<file path="src/rtl/placement_registry_pkg.sv">
// rtl/placement_registry_pkg.sv - shared parameters and types for nest/patch placement
// Contents: table sizing, coordinate widths, separation threshold, point_t, placement_state_t.
package placement_registry_pkg;

   localparam int NEST_num       = 4;
   localparam int SUGARPATCH_num = 8;
   localparam int X_bits         = 8;
   localparam int Y_bits         = 7;
   localparam int MIN_SEP        = 16;
   localparam int TOTAL          = NEST_num + SUGARPATCH_num;

   localparam int NEST_ID_W  = $clog2(NEST_num);
   localparam int PATCH_ID_W = $clog2(SUGARPATCH_num);
   localparam int NEST_CNT_W = $clog2(NEST_num + 1);
   localparam int PATCH_CNT_W = $clog2(SUGARPATCH_num + 1);
   localparam int IDX_W      = $clog2(TOTAL);

   typedef struct packed {
      logic [X_bits-1:0] x;
      logic [Y_bits-1:0] y;
   } point_t;

   typedef enum logic [1:0] {
      IDLE = 2'd0,
      SCAN = 2'd1,
      DONE = 2'd2
   } placement_state_t;

endpackage

</file>
<file path="src/rtl/placement_registry_sep_compare.sv">
// rtl/placement_registry_sep_compare.sv - combinational Chebyshev proximity test
// Ports:
//   a_i, b_i  in  point_t  the two points
//   valid_i   in  1        b_i is a live entry; an invalid entry never hits
//   hit_o     out 1        both axis distances below MIN_SEP
module sep_compare
   import placement_registry_pkg::*;
(
   input  point_t a_i,
   input  point_t b_i,
   input  logic   valid_i,
   output logic   hit_o
);

   // Differences are taken one bit wider and signed so the magnitude never wraps.
   logic signed [X_bits:0] dx_s;
   logic signed [Y_bits:0] dy_s;
   logic        [X_bits:0] dx_abs;
   logic        [Y_bits:0] dy_abs;

   always_comb begin
      dx_s   = $signed({1'b0, a_i.x}) - $signed({1'b0, b_i.x});
      dy_s   = $signed({1'b0, a_i.y}) - $signed({1'b0, b_i.y});
      dx_abs = dx_s[X_bits] ? $unsigned(-dx_s) : $unsigned(dx_s);
      dy_abs = dy_s[Y_bits] ? $unsigned(-dy_s) : $unsigned(dy_s);
      hit_o  = valid_i
               && (dx_abs < (X_bits+1)'(MIN_SEP))
               && (dy_abs < (Y_bits+1)'(MIN_SEP));
   end

endmodule

</file>
<file path="src/rtl/placement_registry.sv">
// rtl/placement_registry.sv - nest/sugar-patch coordinate table with sequential overlap scan
// Ports:
//   setup_clk, RESET_SIM (async, active high), clear (sync table clear)
//   cand_x/cand_y, check_req -> check_busy, check_done (1-cycle), collision
//   commit_nest/nest_id, commit_patch/patch_id -> commit_err (1-cycle)
//   nests_X/nests_Y, patches_X/patches_Y, nest_count, patch_count
module placement_registry
   import placement_registry_pkg::*;
(
   input  logic                                      setup_clk,
   input  logic                                      RESET_SIM,
   input  logic                                      clear,
   input  logic [X_bits-1:0]                         cand_x,
   input  logic [Y_bits-1:0]                         cand_y,
   input  logic                                      check_req,
   output logic                                      check_busy,
   output logic                                      check_done,
   output logic                                      collision,
   input  logic                                      commit_nest,
   input  logic [NEST_ID_W-1:0]                      nest_id,
   input  logic                                      commit_patch,
   input  logic [PATCH_ID_W-1:0]                     patch_id,
   output logic                                      commit_err,
   output logic [NEST_num-1:0][X_bits-1:0]           nests_X,
   output logic [NEST_num-1:0][Y_bits-1:0]           nests_Y,
   output logic [SUGARPATCH_num-1:0][X_bits-1:0]     patches_X,
   output logic [SUGARPATCH_num-1:0][Y_bits-1:0]     patches_Y,
   output logic [NEST_CNT_W-1:0]                     nest_count,
   output logic [PATCH_CNT_W-1:0]                    patch_count
);

   // Entries 0..NEST_num-1 are nests, the rest are patches.
   point_t                 ent_q [TOTAL];
   logic [TOTAL-1:0]       valid_q;
   point_t                 cand_q;
   logic [IDX_W-1:0]       idx_q;
   placement_state_t       state_q;
   logic                   busy_q;
   logic                   done_q;
   logic                   collision_q;
   logic                   commit_err_q;
   logic [NEST_CNT_W-1:0]  nest_count_q;
   logic [PATCH_CNT_W-1:0] patch_count_q;

   logic                   in_idle;
   logic                   nest_in_range;
   logic                   patch_in_range;
   logic                   nest_wr;
   logic                   patch_wr;
   logic                   commit_err_d;
   logic [IDX_W-1:0]       patch_idx;
   logic                   hit;

   // The range checks are zero-extended so they stay meaningful for non power-of-two tables.
   always_comb begin
      in_idle        = (state_q == IDLE);
      nest_in_range  = ({1'b0, nest_id}  < (NEST_ID_W+1)'(NEST_num));
      patch_in_range = ({1'b0, patch_id} < (PATCH_ID_W+1)'(SUGARPATCH_num));
      nest_wr        = commit_nest  && nest_in_range  && in_idle;
      patch_wr       = commit_patch && patch_in_range && in_idle;
      patch_idx      = IDX_W'(NEST_num) + IDX_W'(patch_id);
      // A clear swallows any same-cycle commit silently.
      commit_err_d   = !clear
                       && ((commit_nest  && (!in_idle || !nest_in_range))
                        || (commit_patch && (!in_idle || !patch_in_range)));
   end

   sep_compare u_sep_compare (
      .a_i     (cand_q),
      .b_i     (ent_q[idx_q]),
      .valid_i (valid_q[idx_q]),
      .hit_o   (hit)
   );

   always_ff @(posedge setup_clk or posedge RESET_SIM) begin
      if (RESET_SIM) begin
         for (int i = 0; i < TOTAL; i++) begin
            ent_q[i] <= '0;
         end
         valid_q       <= '0;
         cand_q        <= '0;
         idx_q         <= '0;
         state_q       <= IDLE;
         busy_q        <= 1'b0;
         done_q        <= 1'b0;
         collision_q   <= 1'b0;
         commit_err_q  <= 1'b0;
         nest_count_q  <= '0;
         patch_count_q <= '0;
      end else begin
         commit_err_q <= commit_err_d;
         done_q       <= 1'b0;
         if (clear) begin
            valid_q       <= '0;
            nest_count_q  <= '0;
            patch_count_q <= '0;
            state_q       <= IDLE;
            busy_q        <= 1'b0;
            if (!in_idle) begin
               collision_q <= 1'b0;
            end
         end else begin
            if (nest_wr) begin
               ent_q[nest_id]   <= {cand_x, cand_y};
               valid_q[nest_id] <= 1'b1;
               if (!valid_q[nest_id]) begin
                  nest_count_q <= nest_count_q + NEST_CNT_W'(1);
               end
            end
            if (patch_wr) begin
               ent_q[patch_idx]   <= {cand_x, cand_y};
               valid_q[patch_idx] <= 1'b1;
               if (!valid_q[patch_idx]) begin
                  patch_count_q <= patch_count_q + PATCH_CNT_W'(1);
               end
            end
            case (state_q)
               IDLE: begin
                  if (check_req) begin
                     cand_q      <= {cand_x, cand_y};
                     idx_q       <= '0;
                     collision_q <= 1'b0;
                     state_q     <= SCAN;
                     busy_q      <= 1'b1;
                  end
               end
               SCAN: begin
                  if (hit) begin
                     collision_q <= 1'b1;
                     state_q     <= DONE;
                     done_q      <= 1'b1;
                  end else if (idx_q == IDX_W'(TOTAL-1)) begin
                     collision_q <= 1'b0;
                     state_q     <= DONE;
                     done_q      <= 1'b1;
                  end else begin
                     idx_q <= idx_q + IDX_W'(1);
                  end
               end
               DONE: begin
                  state_q <= IDLE;
                  busy_q  <= 1'b0;
               end
               default: begin
                  state_q <= IDLE;
                  busy_q  <= 1'b0;
               end
            endcase
         end
      end
   end

   always_comb begin
      for (int i = 0; i < NEST_num; i++) begin
         nests_X[i] = ent_q[i].x;
         nests_Y[i] = ent_q[i].y;
      end
      for (int i = 0; i < SUGARPATCH_num; i++) begin
         patches_X[i] = ent_q[NEST_num+i].x;
         patches_Y[i] = ent_q[NEST_num+i].y;
      end
   end

   assign check_busy  = busy_q;
   assign check_done  = done_q;
   assign collision   = collision_q;
   assign commit_err  = commit_err_q;
   assign nest_count  = nest_count_q;
   assign patch_count = patch_count_q;

endmodule
</file>
<file path="config.mk">
export PLATFORM = sky130hd
export DESIGN_NAME = placement_registry
export DESIGN_NICKNAME = d
export VERILOG_FILES = /design/src/rtl/placement_registry_pkg.sv /design/src/rtl/placement_registry_sep_compare.sv /design/src/rtl/placement_registry.sv
export SDC_FILE = /design/constraint.sdc
export NUM_CORES = 1
export LEC_CHECK = 0
export CAP_MARGIN = 20
export CORE_UTILIZATION = 47
export CTS_BUF_LIST = sky130_fd_sc_hd__clkbuf_16
export DETAILED_ROUTE_END_ITERATION = 8
export PLACE_DENSITY = 0.78
export SLEW_MARGIN = 10
export SYNTH_ARGS = -nofsm -noshare
export SYNTH_HDL_FRONTEND = slang
export SYNTH_HIERARCHICAL = 1
export SYNTH_SLANG_ARGS = --single-unit
</file>
<file path="constraint.sdc">
create_clock -name setup_clk -period 6.8 [get_ports setup_clk]
set_clock_uncertainty 0.15 [all_clocks]
set_input_delay 0.68 -clock setup_clk [delete_from_list [all_inputs] [get_ports setup_clk]]
set_output_delay 0.68 -clock setup_clk [all_outputs]
set_load 0.02 [all_outputs]
</file>
* Word-level counts from Yosys, hierarchy flattened
Cells that the tools add are included.
W data, S select, Z words.
** Word-level totals
- Register bits :: 224
- Output and inout bits :: 191
- Word-level logic and storage cells :: 154
** Cells by class
- Add/sub/neg operators :: 8
- $lt $le $gt $ge :: 12
- Eq/ne operators :: 11
- Muxes and demuxes :: 56
- Bitwise logic cells :: 6
- Reduce and logical (&&, ||, !) cells :: 26
** Operators with widths (number)
- $mux W180 :: 3
- $bwmux W180 :: 2
- $bmux W15 S4 :: 1
- $demux W15 S4 :: 1
- $mux W15 :: 4
- $mux W12 :: 4
- $demux W15 S3 :: 1
- $mux W4 :: 6
- $mux W1 :: 16
- $ne A2 B2 Y1 const B :: 7
- $or A12 B12 Y12 :: 1
- $or A12 B4 Y12 :: 1
- $logic_and A1 B1 Y1 :: 11
- $ge A5 B5 Y1 const B :: 2
- $lt A4 B5 Y1 const B :: 2
- $not A4 Y5 :: 2
- $lt A9 B5 Y1 const B :: 1
- $mux W3 :: 3
- $mux W9 :: 1
- $neg A9 Y9 :: 1
- $sub A8 B8 Y9 :: 1
- $add A4 B1 Y4 const B :: 2
- $bmux W1 S4 :: 2
- $lt A8 B5 Y1 const B :: 1
- other kinds (33) :: 43

* Depth between registers and ports, before layout
- Depth in word-level cells :: 13
- Gate-level depth with buffers :: 19
- Mapped depth without buffers :: 15

* By module
Netlist, hierarchy kept.
** Modules (own cells, without submodules)
- placement_registry :: times used 1, cells each 675, area an instance 10226.1 um2
- sep_compare :: times used 1, cells each 121, area an instance 859.6 um2

* Worst setup path after synthesis
Ideal clock, no wire load.
- Kind :: reg-to-reg
- Start point :: register idx_q[1]
- End point :: register collision_q (netlist: collision)
- Library setup time :: 121 ps
- Data arrival time :: 4204 ps
- Data required time :: 6529 ps
- Path slack :: 2325 ps
- Stages on the path, launching flop included :: 18
- Path buffers :: 3
- Clock period less this slack :: 4475 ps
- Path through :: dfrtp_1 clkbuf_1 buf_2 buf_2 mux4_2 mux2i_1 o22ai_1 ha_1 fa_1 nor2b_4 o31a_2 a311oi_1 or4_4 a2111oi_2 inv_1 o211ai_1 nand2_1 a22o_1
** Between the ends
- Word-level cells in the longest chain between the ends :: 13
- Elaborated cells on any way between the ends :: 22
- Those cells by class :: add/sub (4); order compare (2); eq/ne (2); mux (10); bitwise (1); reduce/logical (3)
** Ends and longest elaborated chain
- from (decl) :: line placement_registry.sv:36 : logic [IDX_W-1:0] idx_q;
- from (signal assigned) :: line placement_registry.sv:137 : idx_q <= idx_q + IDX_W'(1);
- $not A4 Y5 (implied by the code) :: line placement_registry.sv:70 : .b_i (ent_q[idx_q]),
- $bmux W15 S4 :: line placement_registry.sv:70
- $mux W15 (implied by the code) (2 in a row) :: line placement_registry.sv:70
- $sub A8 B8 Y9 :: line placement_registry_sep_compare.sv:22 : dx_s = $signed({1'b0, a_i.x}) - $signed({1'b0, b_i.x});
- $neg A9 Y9 :: line placement_registry_sep_compare.sv:24 : dx_abs = dx_s[X_bits] ? $unsigned(-dx_s) : $unsigned(dx_s);
- $mux W9 :: line placement_registry_sep_compare.sv:24
- $lt A9 B5 Y1 :: line placement_registry_sep_compare.sv:27 : && (dx_abs < (X_bits+1)'(MIN_SEP))
- $logic_and A1 B1 Y1 :: line placement_registry_sep_compare.sv:27
- $logic_and A1 B1 Y1 * :: line placement_registry_sep_compare.sv:28 : && (dy_abs < (Y_bits+1)'(MIN_SEP));
- via hit :: line placement_registry.sv:52 : logic hit;
- $mux W1 :: line placement_registry.sv:128 : if (hit) begin
- $pmux W1 S2 :: line placement_registry.sv:117 : case (state_q)
- $mux W1 :: line placement_registry.sv:93 : if (clear) begin
- to (signal assigned) :: line placement_registry.sv:122 : collision_q <= 1'b0;
- to (signal assigned) :: line placement_registry.sv:129 : collision_q <= 1'b1;
- to (signal assigned) :: line placement_registry.sv:133 : collision_q <= 1'b0;
- to (decl) :: line placement_registry.sv:40 : logic collision_q;
The timed path passes the listed nets; every way through them passes the cells marked *. The select of a mux whose other input is x is not followed.
A chain may end at the register's enable or synchronous reset.

* Final worst setup path
- Start point :: register idx_q[0]
- End point :: register collision_q (netlist: collision)
Same word-level chain as after synthesis.

==> reports/summary.txt <==
Slowest cell on crit path = dfrtp_4
DR pass1 iterations = 5
Cts bufs inserted = 25
# fillers = 1,741
Clock Latency Late Sink = 0.52 ns
WHS Path Cells = 1
R2R Setup Slk = 1.79 ns
Final max-slew violation count = 0
Commonest non-fill, non-tap cell in the layout = dfrtp_1
Cts hold-fix bufs = 0
Max IR drop VDD = 0.256 mV
Least-Margin Pin Slew = 1.08 ns
Die ar. = 24,200 um2
Clock root cell = clkbuf_16
Worst reg-to-reg path cell count = 16
Critical path's top delay family = compound AO/OA/AOI/OAI gates
Die width = 156 um
Core footprint = 22,900 um2
Max clock buf depth = 3
Congestion Overflow GR = 0
Startpoint Class = register
Max_cap viols = 0
NetSw = 2050 uW
Tcrit/Tclk final = 0.736
Hold Path Sink = cand_q[0]$_DFFE_PP0P_
Mapped Area = 11,100 um2
Number of global-route vias before repair = 7,787
Leakage = 0.00601 uW
Internal = 3620 uW
Port bufs = 216
Comb power frac = 0.430
Finish-stage setup viols = 0
Yosys reg bits = 224
Synthesis-to-finish area growth = 28.3%
Hold wc startpoint = cand_q[0]$_DFFE_PP0P_
Num rows = 55
WS Path Type = register to register
Final instance area = 14,200 um2
Crit path buffers/inverters = 2
Clock power share = 0.218
RSZ-0062 raised after global routing = no
CP required = 7.06 ns
Ant diodes = 0
Largest net degree at the start of global routing = 160
Fraction of layout instances using a drive strength above 1 = 0.311
Reg2reg start = idx_q[0]$_DFFE_PP0P_
Final WL = 29,200 um
Post-DP HPWL = 20,500 um
CTS clock-pin slew for the worst setup and hold paths = 0.06 ns
Initial antenna violation count = 1
P per Cell Area = 399 nW/um2
Post-route minimum period = 5.01 ns
Initial core utilization = 0.484
Ys flop type = dfrtp_1
Post-CTS setup buffers = 0
Worst path arrival time = 5.27 ns
First-pass GRT wire length = 45,300 um
Flop pwr share = 0.352
Top-area cell type share of the netlist area = 0.506
Critical-path cell list = buf_4 > mux4_2 > mux2i_1 > o22ai_1 > ha_1 > fa_1 > nor2b_1 > o21a_1 > o221ai_1 > o31a_1 > o22a_1 > a2111oi_2 > inv_1 > o211ai_1 > nand2_1 > a22o_1
F_max = 200 MHz
Synth area leaders = dfrtp_1 51%, mux2_2 20%, mux4_2 10%
Register area share after synthesis = 0.506
Post-route ant nets = 0
Vias = 7,492
Worst-path fanout max = 27
Status = completed
Wire per inst = 22.1 um
Post-CTS Resized = 0
Distinct cells, synth = 62
Avg Cell Area, Syn = 13.9 um2
DRC viols = 0
Synth Warn # = 6
CTS tree = yes
I/O pin cnt = 217
Synth async-reset ratio = 1.00
Crit path capture type = register
Initial DRC count = 442
Mapped Cells = 796
Max incr delay on CP = 0.76 ns
Final hold viol count = 0
Die Ht = 156 um
Clock tree sinks = 224
Fin nets = 1,038
Area leader, netlist = dfrtp_1
Via/cell ratio = 5.67
GRT Util Overall = 0.243
Slew HR = 0.279
Placer congestion estimate = 0.946
CTS H-tree depth = 1
Number of synthesized flops with an enable pin = 0
Syn Nets = 842
Placed Area = 13,500 um2
Switching fraction of total power = 0.362
Min-Delay Path Class = register to register
Most frequent cells in the layout = 222 x dfrtp_1, 216 x clkdlybuf4s50_1, 196 x mux2_2
R2R Path End = collision$_DFFE_PP0P_
Setup TNS = 0 ns
[cell families (layout without fill, tap and decap cells)]
logic type               count (synthesis)  in the layout  share of synthesized area
AO/OA/AOI/OAI                           78             78                     0.0482
buffers and inverters                  107            320                     0.0402
flip-flops                             224            224                      0.506
multiplexers                           270            270                      0.324
XOR/XNOR                                 8              8                    0.00632
adder cells (fa/ha/maj)                 20             20                     0.0239
AND/OR/NAND/NOR                         89             89                     0.0521
[synth_stat cells (2+ instances only)]
master,count
nand3_1,5
nor3b_4,2
o2111ai_1,2
o31a_1,3
fa_1,2
nand3b_2,4
o21ai_0,19
o21a_1,6
nand2_1,9
mux2_2,196
mux2_4,2
dfrtp_1,224
nor2b_1,7
o22ai_1,17
nor4_1,3
nor2_2,2
o211ai_1,4
nor3b_1,2
buf_2,23
nand2b_1,6
inv_1,50
mux2_1,3
clkbuf_1,30
buf_4,2
a21o_1,7
a21oi_1,6
a311o_1,2
ha_1,18
mux2i_1,19
a311oi_1,2
xnor2_1,6
mux4_2,50
or3b_2,2
nand3_2,2
xor2_1,2
nor2_1,25
nor3_1,7
[flip-flops by register name (all words and copies together) (netlist names)]
signal       flops
idx_q            4
patch_count      4
check_busy       1
nest_count       3
collision        1
state_q          2
check_done       1
commit_err       1
nests_X         32
nests_Y         28
cand_q          15
valid_q         12
patches_X       64
patches_Y       56
[per-layer routing]
| layer | GRT usage | vias up | share of wire |
|---|---|---|---|
| met5 | 0 | - | 0 |
| met4 | 0.0574 | 0 | 0.019 |
| met3 | 0.0394 | 41 | 0.051 |
| met2 | 0.386 | 249 | 0.48 |
| met1 | 0.353 | 3891 | 0.45 |
| li1 | - | 3311 | - |
[per-stage QoR]
| stage | utilization | cells | setup slack, ns | hold slack, ns | power, uW |
|---|---|---|---|---|---|
| 2_1_floorplan | - | 796 | 2.32 | 0.311 | 3460 |
| 3_3_place_gp | 0.588 | 1278 | 1.94 | 0.338 | 4390 |
| 3_5_place_dp | 0.588 | 1278 | 1.83 | 0.339 | 4440 |
| 4_1_cts | 0.621 | 1322 | 1.80 | 0.359 | 5690 |
| 5_1_grt | 0.621 | 1322 | 1.43 | 0.367 | 5950 |
| 6_report | 0.621 | 1322 | 1.79 | 0.357 | 5680 |
[area by class of cell]
type | instances | area (um2) | area share
clock buffer | 25 | 626 | 0.0440
clock inverter | 19 | 114 | 0.00801
inverter | 50 | 191 | 0.0135
multi-input combinational | 465 | 5040 | 0.354
sequential | 224 | 5610 | 0.394
tap | 313 | 392 | 0.0275
timing repair buffer | 226 | 2250 | 0.158
[worst max-delay path by stage]
stage	from	end	slack, ns	depth (start not counted)
floorplan	idx_q[1]$_DFFE_PP0P_	collision$_DFFE_PP0P_	2.32	17
global placement	idx_q[0]$_DFFE_PP0P_	collision$_DFFE_PP0P_	1.94	16
detailed placement	idx_q[0]$_DFFE_PP0P_	collision$_DFFE_PP0P_	1.83	16
CTS	idx_q[0]$_DFFE_PP0P_	collision$_DFFE_PP0P_	1.80	16
global route	idx_q[0]$_DFFE_PP0P_	collision$_DFFE_PP0P_	1.43	16
finish	idx_q[0]$_DFFE_PP0P_	collision$_DFFE_PP0P_	1.79	16
[power groups by stage]
stage | sequential [uW] | combinational [uW] | clock (uW)
after floorplan | 2220 | 1240 | 0
after detailed placement | 2010 | 2420 | 0
after global routing | 2040 | 2600 | 1310
final | 2000 | 2440 | 1240
after CTS | 2000 | 2440 | 1260
after global placement | 2020 | 2380 | 0
Note: power is estimated with default switching activity, not from simulation.
